$ cat src/rtl/rca_sched_pkg.sv
// Shared definitions for the nibble-serial add scheduler: FSM encoding,
// datapath nibble width and requester id constants.
package rca_sched_pkg;

  localparam int unsigned NIBBLE_W = 4;

  typedef enum logic [1:0] {
    IDLE = 2'd0,
    ADD  = 2'd1,
    DONE = 2'd2
  } state_e;

  localparam logic REQ0 = 1'b0;
  localparam logic REQ1 = 1'b1;

endpackage

$ cat src/rtl/Ripple_carry_adder.sv
// 4-bit ripple-carry adder: the only combinational add in the scheduler.
module Ripple_carry_adder
  import rca_sched_pkg::*;
(
  input  logic [NIBBLE_W-1:0] a,
  input  logic [NIBBLE_W-1:0] b,
  input  logic                c,
  output logic [NIBBLE_W-1:0] sum,
  output logic                cout
);

  logic [NIBBLE_W:0] carry;

  // Full-adder chain, carry propagating from bit 0 upward
  always_comb begin
    carry    = '0;
    sum      = '0;
    carry[0] = c;
    for (int i = 0; i < NIBBLE_W; i++) begin
      sum[i]       = a[i] ^ b[i] ^ carry[i];
      carry[i+1]   = (a[i] & b[i]) | (carry[i] & (a[i] ^ b[i]));
    end
  end

  assign cout = carry[NIBBLE_W];

endmodule

$ cat src/rtl/rca_add_scheduler.sv
// Two-requester round-robin add scheduler; each W-bit add is run LSB nibble
// first through one shared 4-bit ripple-carry adder.
module rca_add_scheduler
  import rca_sched_pkg::*;
#(
  parameter int unsigned NIBBLES = 4
) (
  input  logic                          clk,
  input  logic                          rst_n,
  input  logic                          req0_valid,
  output logic                          req0_ready,
  input  logic [NIBBLE_W*NIBBLES-1:0]   req0_a,
  input  logic [NIBBLE_W*NIBBLES-1:0]   req0_b,
  input  logic                          req0_cin,
  input  logic                          req1_valid,
  output logic                          req1_ready,
  input  logic [NIBBLE_W*NIBBLES-1:0]   req1_a,
  input  logic [NIBBLE_W*NIBBLES-1:0]   req1_b,
  input  logic                          req1_cin,
  output logic                          rsp_valid,
  input  logic                          rsp_ready,
  output logic [NIBBLE_W*NIBBLES-1:0]   rsp_sum,
  output logic                          rsp_cout,
  output logic                          rsp_id,
  output logic                          busy
);

  localparam int unsigned W     = NIBBLE_W * NIBBLES;
  localparam int unsigned CNT_W = (NIBBLES > 1) ? $clog2(NIBBLES) : 1;

  state_e                state_q, state_d;
  logic [W-1:0]          a_sh_q, b_sh_q, res_q;
  logic [CNT_W-1:0]      cnt_q;
  logic                  carry_q, last_grant_q, rsp_valid_q, rsp_cout_q, rsp_id_q;
  logic                  grant_c, accept_c, last_nib_c;
  logic [NIBBLE_W-1:0]   nib_sum;
  logic                  nib_cout;

  Ripple_carry_adder u_rca (
    .a    (a_sh_q[NIBBLE_W-1:0]),
    .b    (b_sh_q[NIBBLE_W-1:0]),
    .c    (carry_q),
    .sum  (nib_sum),
    .cout (nib_cout)
  );

  // Round-robin: on a tie, the requester not granted last time wins
  always_comb begin
    grant_c = REQ0;
    if (req0_valid && req1_valid) grant_c = ~last_grant_q;
    else if (req1_valid)          grant_c = REQ1;
  end

  assign accept_c   = rst_n && (state_q == IDLE) && (req0_valid || req1_valid);
  assign last_nib_c = (cnt_q == CNT_W'(NIBBLES - 1));

  always_ff @(posedge clk) begin
    if (!rst_n) state_q <= IDLE;
    else        state_q <= state_d;
  end

  always_comb begin
    state_d = state_q;
    unique case (state_q)
      IDLE:    if (accept_c)   state_d = ADD;
      ADD:     if (last_nib_c) state_d = DONE;
      DONE:    if (rsp_ready)  state_d = IDLE;
      default:                 state_d = IDLE;
    endcase
  end

  always_comb begin
    req0_ready = 1'b0;
    req1_ready = 1'b0;
    busy       = (state_q != IDLE);
    if (accept_c) begin
      req0_ready = (grant_c == REQ0);
      req1_ready = (grant_c == REQ1);
    end
  end

  // Operand shifters, serial carry and result assembly
  always_ff @(posedge clk) begin
    if (!rst_n) begin
      a_sh_q       <= '0;
      b_sh_q       <= '0;
      res_q        <= '0;
      cnt_q        <= '0;
      carry_q      <= 1'b0;
      last_grant_q <= REQ1;
      rsp_valid_q  <= 1'b0;
      rsp_cout_q   <= 1'b0;
      rsp_id_q     <= REQ0;
    end else begin
      rsp_valid_q <= (state_d == DONE);
      if (accept_c) begin
        a_sh_q       <= (grant_c == REQ1) ? req1_a : req0_a;
        b_sh_q       <= (grant_c == REQ1) ? req1_b : req0_b;
        carry_q      <= (grant_c == REQ1) ? req1_cin : req0_cin;
        cnt_q        <= '0;
        rsp_id_q     <= grant_c;
        last_grant_q <= grant_c;
      end else if (state_q == ADD) begin
        a_sh_q  <= a_sh_q >> NIBBLE_W;
        b_sh_q  <= b_sh_q >> NIBBLE_W;
        carry_q <= nib_cout;
        cnt_q   <= cnt_q + CNT_W'(1);
        res_q   <= (res_q >> NIBBLE_W) | (W'(nib_sum) << (W - NIBBLE_W));
        if (last_nib_c) rsp_cout_q <= nib_cout;
      end
    end
  end

  assign rsp_valid = rsp_valid_q;
  assign rsp_sum   = res_q;
  assign rsp_cout  = rsp_cout_q;
  assign rsp_id    = rsp_id_q;

endmodule

$ cat config.mk
export PLATFORM = sky130hd
export DESIGN_NAME = rca_add_scheduler
export DESIGN_NICKNAME = d
export VERILOG_FILES = /design/src/rtl/rca_sched_pkg.sv /design/src/rtl/Ripple_carry_adder.sv /design/src/rtl/rca_add_scheduler.sv
export SDC_FILE = /design/constraint.sdc
export NUM_CORES = 1
export LEC_CHECK = 0
export CORE_MARGIN = 10
export CORE_UTILIZATION = 45
export DETAILED_ROUTE_END_ITERATION = 12
export PLACE_DENSITY_LB_ADDON = 0.08
export SLEW_MARGIN = 30
export SYNTH_ARGS = -nofsm -noshare
export SYNTH_HDL_FRONTEND = slang
export SYNTH_SLANG_ARGS = --single-unit
$ cat constraint.sdc
create_clock -name clk -period 2.68 [get_ports clk]
set_input_delay 0.268 -clock clk [delete_from_list [all_inputs] [get_ports clk]]
set_output_delay 0.268 -clock clk [all_outputs]
set_load 0.02 [all_outputs]
==> results_dict.tcl, run 1 <==
set metrics [dict create \
    post-cts-setup-buffers 0 \
    netlist_instances 326 \
    peakVddDrop_mv 0.377 \
    cp.arrival_ns 1.98 \
    place.gp.congestion 0.793 \
    cp.required_ns 2.41 \
    maxCapViolCount 0 \
    die_area_sq_um 9520 \
    row_count 28 \
    n_fill_cell 554 \
    design.core.area_sq_um 5890 \
    period_share 0.840 \
    ios 93 \
    grt_usage 0.154 \
    totalPowerFinal_mw 2.00 \
    ys_seq_elements 57 \
    cts_resized 0 \
    avgViaCountPerCell 5.31 \
    grt_max_degree 37 \
    grt_pass1_vias 2603 \
    crit_type "reg -> out" \
    start_util 0.460 \
    crit_fanout 18 \
    cp-start-kind "flop" \
    synthSimpleGateAreaFrac 0.125 \
    final_hold_viol_count 0 \
    ant_nets 0 \
    synth_compound_gate_area_share 0.252 \
    grt_antenna_before_repair 0 \
    cts.sinks 57 \
    wl_met2_um 3680 \
    hold_depth 2 \
    hold_class "reg -> reg" \
    reg2reg_depth 8 \
    netlist_area_sq_um 2710 \
    hold_start "rsp_sum[2]$_SDFFE_PN0P_" \
    fin_area_sq_um 3780 \
    vias 2573 \
    slew_viol_final 0 \
    die_w_um 97.6 \
    io_buffers 92 \
    syn-num-nets 402 \
    drive_gt1_frac 0.0634 \
    ctsHoldBuffers 0 \
    synthAdderAreaFrac 0.0342 \
    setup_violations 0 \
    max_freq_ghz 0.444 \
    hpwl_um 5350 \
    cp-end-kind "output port" \
    ys_types 30 \
    top_layer "met4" \
    hold_end "rsp_sum[2]$_SDFFE_PN0P_" \
    syn_to_final_growth_pct 39.7 \
    final_common_cell "clkdlybuf4s50_1" \
    die_h_um 97.6 \
    synth-edff-count 0 \
    ys.flop_type "dfxtp_1" \
    synthMuxAreaShare 0.0887 \
    post-route-util 0.643 \
    reg2reg_from "a_sh_q[0]$_SDFFE_PN0P_" \
    finalSetupTns_ns 0 \
    grt_pass1_wl_um 12400 \
    numCtsBuffers 9 \
    clk_path_buf_depth 2 \
    wl_um 7450 \
    nNetsFinal 483 \
    placed_cell_area_sq_um 3620 \
    synth_xor_area_frac 0.00323 \
    status "complete, no violations" \
    worstMarginPinSlew_ns 0.692 \
    num_antenna_cells 0 \
    ys_warn_count 0 \
    layout_common_cells "92 x clkdlybuf4s50_1, 57 x nand2_1, 57 x dfxtp_1" \
    synth_seq_area_share 0.421 \
    crit_path_start "state_q[1]$_SDFF_PN0_" \
    cellLeakagePower_nw 1.42 \
    overflow 0 \
    wl_met3_um 644 \
    synthArstFlopShare 0 \
    min_period_ns 2.25 \
    clock_latency_ns 0.33 \
    rsz0062_at_grt "false" \
    drtPass1Iterations 4 \
    first_iter_violations 118 \
    skew_ns 0.00756 \
    relSlewSlack 0.538 \
    htree_levels 3 \
    r2r_end "rsp_sum[15]$_SDFFE_PN0P_" \
    clockRootBuffer "clkbuf_8" \
    wl_met1_um 3040 \
    power.density_nw_per_um2 528 \
    synth_top_family_by_area "compound AO/OA/AOI/OAI gates" \
    wl_per_cell_um 15.4 \
    drc 0 \
    ff2ff_setup_slack_ns 0.52 \
    clk_pin_slew_worst_paths_ns 0.05 \
    syn_area_per_cell_sq_um 8.31 \
    cts_tree "yes" \
]
[critical path, stage by stage, from the launching register on]
cell and delay, ns:
dfxtp_1 0.35, buf_4 0.22, nor3b_2 0.21, and3_1 0.25, clkdlybuf4s50_1 0.63
[sequential cells by signal (all words and copies together) (netlist names)]
name / count
cnt_q: 2
a_sh_q: 16
rsp_sum: 16
rsp_id: 1
rsp_valid: 1
rsp_cout: 1
carry_q: 1
state_q: 2
last_grant_q: 1
b_sh_q: 16
[layout make-up]
cell class / instances / area, sq um / area share
Tap cell: 75 / 93.8 / 0.0248
Clock buffer: 14 / 163 / 0.0430
Sequential cell: 57 / 1140 / 0.302
Inverter: 10 / 37.5 / 0.00992
Timing Repair Buffer: 99 / 973 / 0.257
Multi-Input combinational cell: 230 / 1370 / 0.363
[through the flow]
step / hold WS [ns] / worst slack (ns) / cells
after floorplan: 0.411 / 0.655 / 326
after CTS: 0.457 / 0.413 / 485
after global routing: 0.479 / 0.355 / 485
final: 0.453 / 0.430 / 485
after detailed placement: 0.450 / 0.531 / 471
after global placement: 0.442 / 0.490 / 471
[power by group]
part           switching, mW  internal [mW]  leakage [nW]  total (mW)
sequential            0.0358          0.912         0.469       0.947
combinational          0.173          0.203         0.872       0.376
clock                  0.299          0.377        0.0826       0.676
total                  0.508           1.49          1.42        2.00
[metal layers]
| layer | vias up | track usage |
|---|---|---|
| met4 | 0 | 0.0414 |
| li1 | 1305 | - |
| met5 | - | 0 |
| met2 | 70 | 0.259 |
| met3 | 6 | 0.0846 |
| met1 | 1192 | 0.162 |
[cells in the mapped netlist, types with 2 or more instances]
cell type  count  area share
a31oi_1       25       0.058
dfxtp_1       57        0.42
buf_4          4       0.011
nand2_1       57       0.079
and3_1         2      0.0046
o21ai_0       35       0.065
a221oi_1       5       0.016
a211oi_1       2      0.0055
a221oi_2       3       0.017
nand2b_1       2      0.0046
a21oi_1       42       0.078
clkbuf_1      11       0.015
nor2_1        18       0.025
inv_1          9       0.012
fa_1           4       0.030
mux2i_1       24       0.089
buf_6          4       0.017
buf_2         10       0.018
[worst max-delay path by stage]
stage | end | depth (start not counted)
floorplan | rsp_sum[15]$_SDFFE_PN0P_ | 8
global placement | b_sh_q[11]$_SDFFE_PN0P_ | 5
detailed placement | rsp_sum[15]$_SDFFE_PN0P_ | 8
CTS | req0_ready | 4
global route | req0_ready | 4
finish | req0_ready | 4
[cell families (layout without fill, tap and decap cells)]
family | Yosys count | after routing
adder cells (fa/ha/maj) | 5 | 5
flip-flops | 57 | 57
multiplexers | 24 | 24
AND/OR/NAND/NOR | 83 | 83
AO/OA/AOI/OAI | 117 | 117
buffers and inverters | 39 | 123
XOR/XNOR | 1 | 1
Note: power is estimated with default switching activity, not from simulation.
==> run 2: changes to the inputs <==
clock period = 2.3 ns   (was 2.68 ns; I/O delays follow)
==> results_dict.tcl, run 2 (same netlist as run 1, synthesis figures left out) <==
set metrics [dict create \
    cts_tree "yes" \
    drive_gt1_frac 0.0773 \
    worstMarginPinSlew_ns 0.646 \
    cts_resized 0 \
    final_common_cell "clkdlybuf4s50_1" \
    ctsHoldBuffers 0 \
    htree_levels 3 \
    ios 93 \
    design.core.area_sq_um 5890 \
    peakVddDrop_mv 0.344 \
    avgViaCountPerCell 5.26 \
    hold_start "rsp_sum[1]$_SDFFE_PN0P_" \
    setup_violations 0 \
    pwr-share-seq 0.446 \
    clockRootBuffer "clkbuf_8" \
    wl_met1_um 3120 \
    hold_class "reg -> reg" \
    status "complete, no violations" \
    grt_max_degree 37 \
    max_freq_ghz 0.466 \
    pwr-share-comb 0.182 \
    slew_viol_final 0 \
    die_area_sq_um 9520 \
    post-cts-setup-buffers 0 \
    start_util 0.460 \
    totalPowerFinal_mw 2.47 \
    overflow 0 \
    cts.sinks 57 \
    clock_latency_ns 0.33 \
    reg2reg_from "a_sh_q[0]$_SDFFE_PN0P_" \
    num_antenna_cells 0 \
    wl_per_cell_um 15.3 \
    cp.arrival_ns 2.39 \
    p_sw_uw 617 \
    cp.required_ns 2.54 \
    crit_fanout 2 \
    first_iter_violations 89 \
    nNetsFinal 486 \
    cellLeakagePower_nw 1.46 \
    place.gp.congestion 0.787 \
    rsz0062_at_grt "false" \
    grt_antenna_before_repair 0 \
    io_buffers 92 \
    finalSetupTns_ns 0 \
    maxCapViolCount 0 \
    syn_to_final_growth_pct 41.7 \
    die_h_um 97.6 \
    wl_met3_um 636 \
    period_share 0.934 \
    wl_met2_um 3620 \
    cp-start-kind "flop" \
    row_count 28 \
    hpwl_um 5330 \
    grt_pass1_wl_um 12500 \
    ant_nets 0 \
    top_layer "met4" \
    power.density_nw_per_um2 644 \
    n_fill_cell 534 \
    numCtsBuffers 9 \
    p_int_mw 1.85 \
    clk_pin_slew_worst_paths_ns 0.06 \
    crit_path_start "a_sh_q[0]$_SDFFE_PN0P_" \
    sw_frac_of_total 0.250 \
    drc 0 \
    drtPass1Iterations 4 \
    clockPowerShare 0.372 \
    cp-end-kind "flop" \
    final_hold_viol_count 0 \
    grt_pass1_vias 2658 \
    crit_type "reg -> reg" \
    clk_path_buf_depth 2 \
    layout_common_cells "92 x clkdlybuf4s50_1, 57 x nand2_1, 57 x dfxtp_1" \
    die_w_um 97.6 \
    relSlewSlack 0.568 \
    grt_usage 0.155 \
    min_period_ns 2.15 \
    skew_ns 0.00718 \
    wl_um 7470 \
    vias 2573 \
]
[run 2: changes by cell type in the layout (fill, tap and decap cells not counted), sizes merged]
cell,before,now
buf,7,10
clkbuf,14,12
clkinv,0,2
bufinv,0,1
[run 2: path summary, 6_finish.rpt]
| kind | endpoint | cells past startpoint | slack [ns] |
|---|---|---|---|
| max | rsp_sum[15]$_SDFFE_PN0P_ | 8 | 0.15 |
| min | rsp_sum[1]$_SDFFE_PN0P_ | 2 | 0.45 |
| max reg2reg | rsp_sum[15]$_SDFFE_PN0P_ | 8 | 0.15 |
| min reg2reg | rsp_sum[1]$_SDFFE_PN0P_ | 2 | 0.45 |
[run 2: layout make-up]
cell class                 count  area (sq um)  area share
multi-input combinational    230          1370       0.358
clock buffer                  12           155      0.0404
clock inverter                 3          40.0      0.0104
tap                           75          93.8      0.0245
timing repair buffer         102           996       0.260
sequential                    57          1140       0.297
inverter                      10          37.5     0.00978
[run 2: per-stage QoR]
step	hold slack [ns]	worst slack, ns	cells	util	instance area [sq um]
4_1_cts	0.441	0.133	489	0.652	3840
3_3_place_gp	0.442	0.228	474	0.618	3640
2_1_floorplan	0.373	0.275	326	-	2710
3_5_place_dp	0.446	0.188	474	0.619	3640
6_report	0.450	0.152	489	0.652	3840
5_1_grt	0.449	0.0820	489	0.652	3840
[run 2: power groups by stage]
stage,Clock [mW],Sequential [mW],Combinational (mW)
floorplan,0,1.13,0.233
global placement,0,1.12,0.446
detailed placement,0,1.12,0.453
CTS,0.937,1.10,0.455
global route,0.987,1.11,0.498
finish,0.920,1.10,0.448
[run 2: critical path, cell delays in order (launching register included)]
cell and delay [ns]:
dfxtp_1 0.33, fa_1 0.42, inv_1 0.08, fa_1 0.17, inv_1 0.05, fa_1 0.35, inv_1 0.07, fa_1 0.40
a211oi_1 0.20
[run 2: per-layer routing]
layer  global-route usage  vias up
li1                     -     1311
met1                0.169     1170
met2                0.260       83
met3               0.0725        9
met4               0.0526        0
met5                    0        -
==> run 3: changes to the inputs <==
CTS_CLUSTER_SIZE = 10   (was default)
==> results of run 3 <==
Final layout, timing and power as in run 2 (identical DEF).
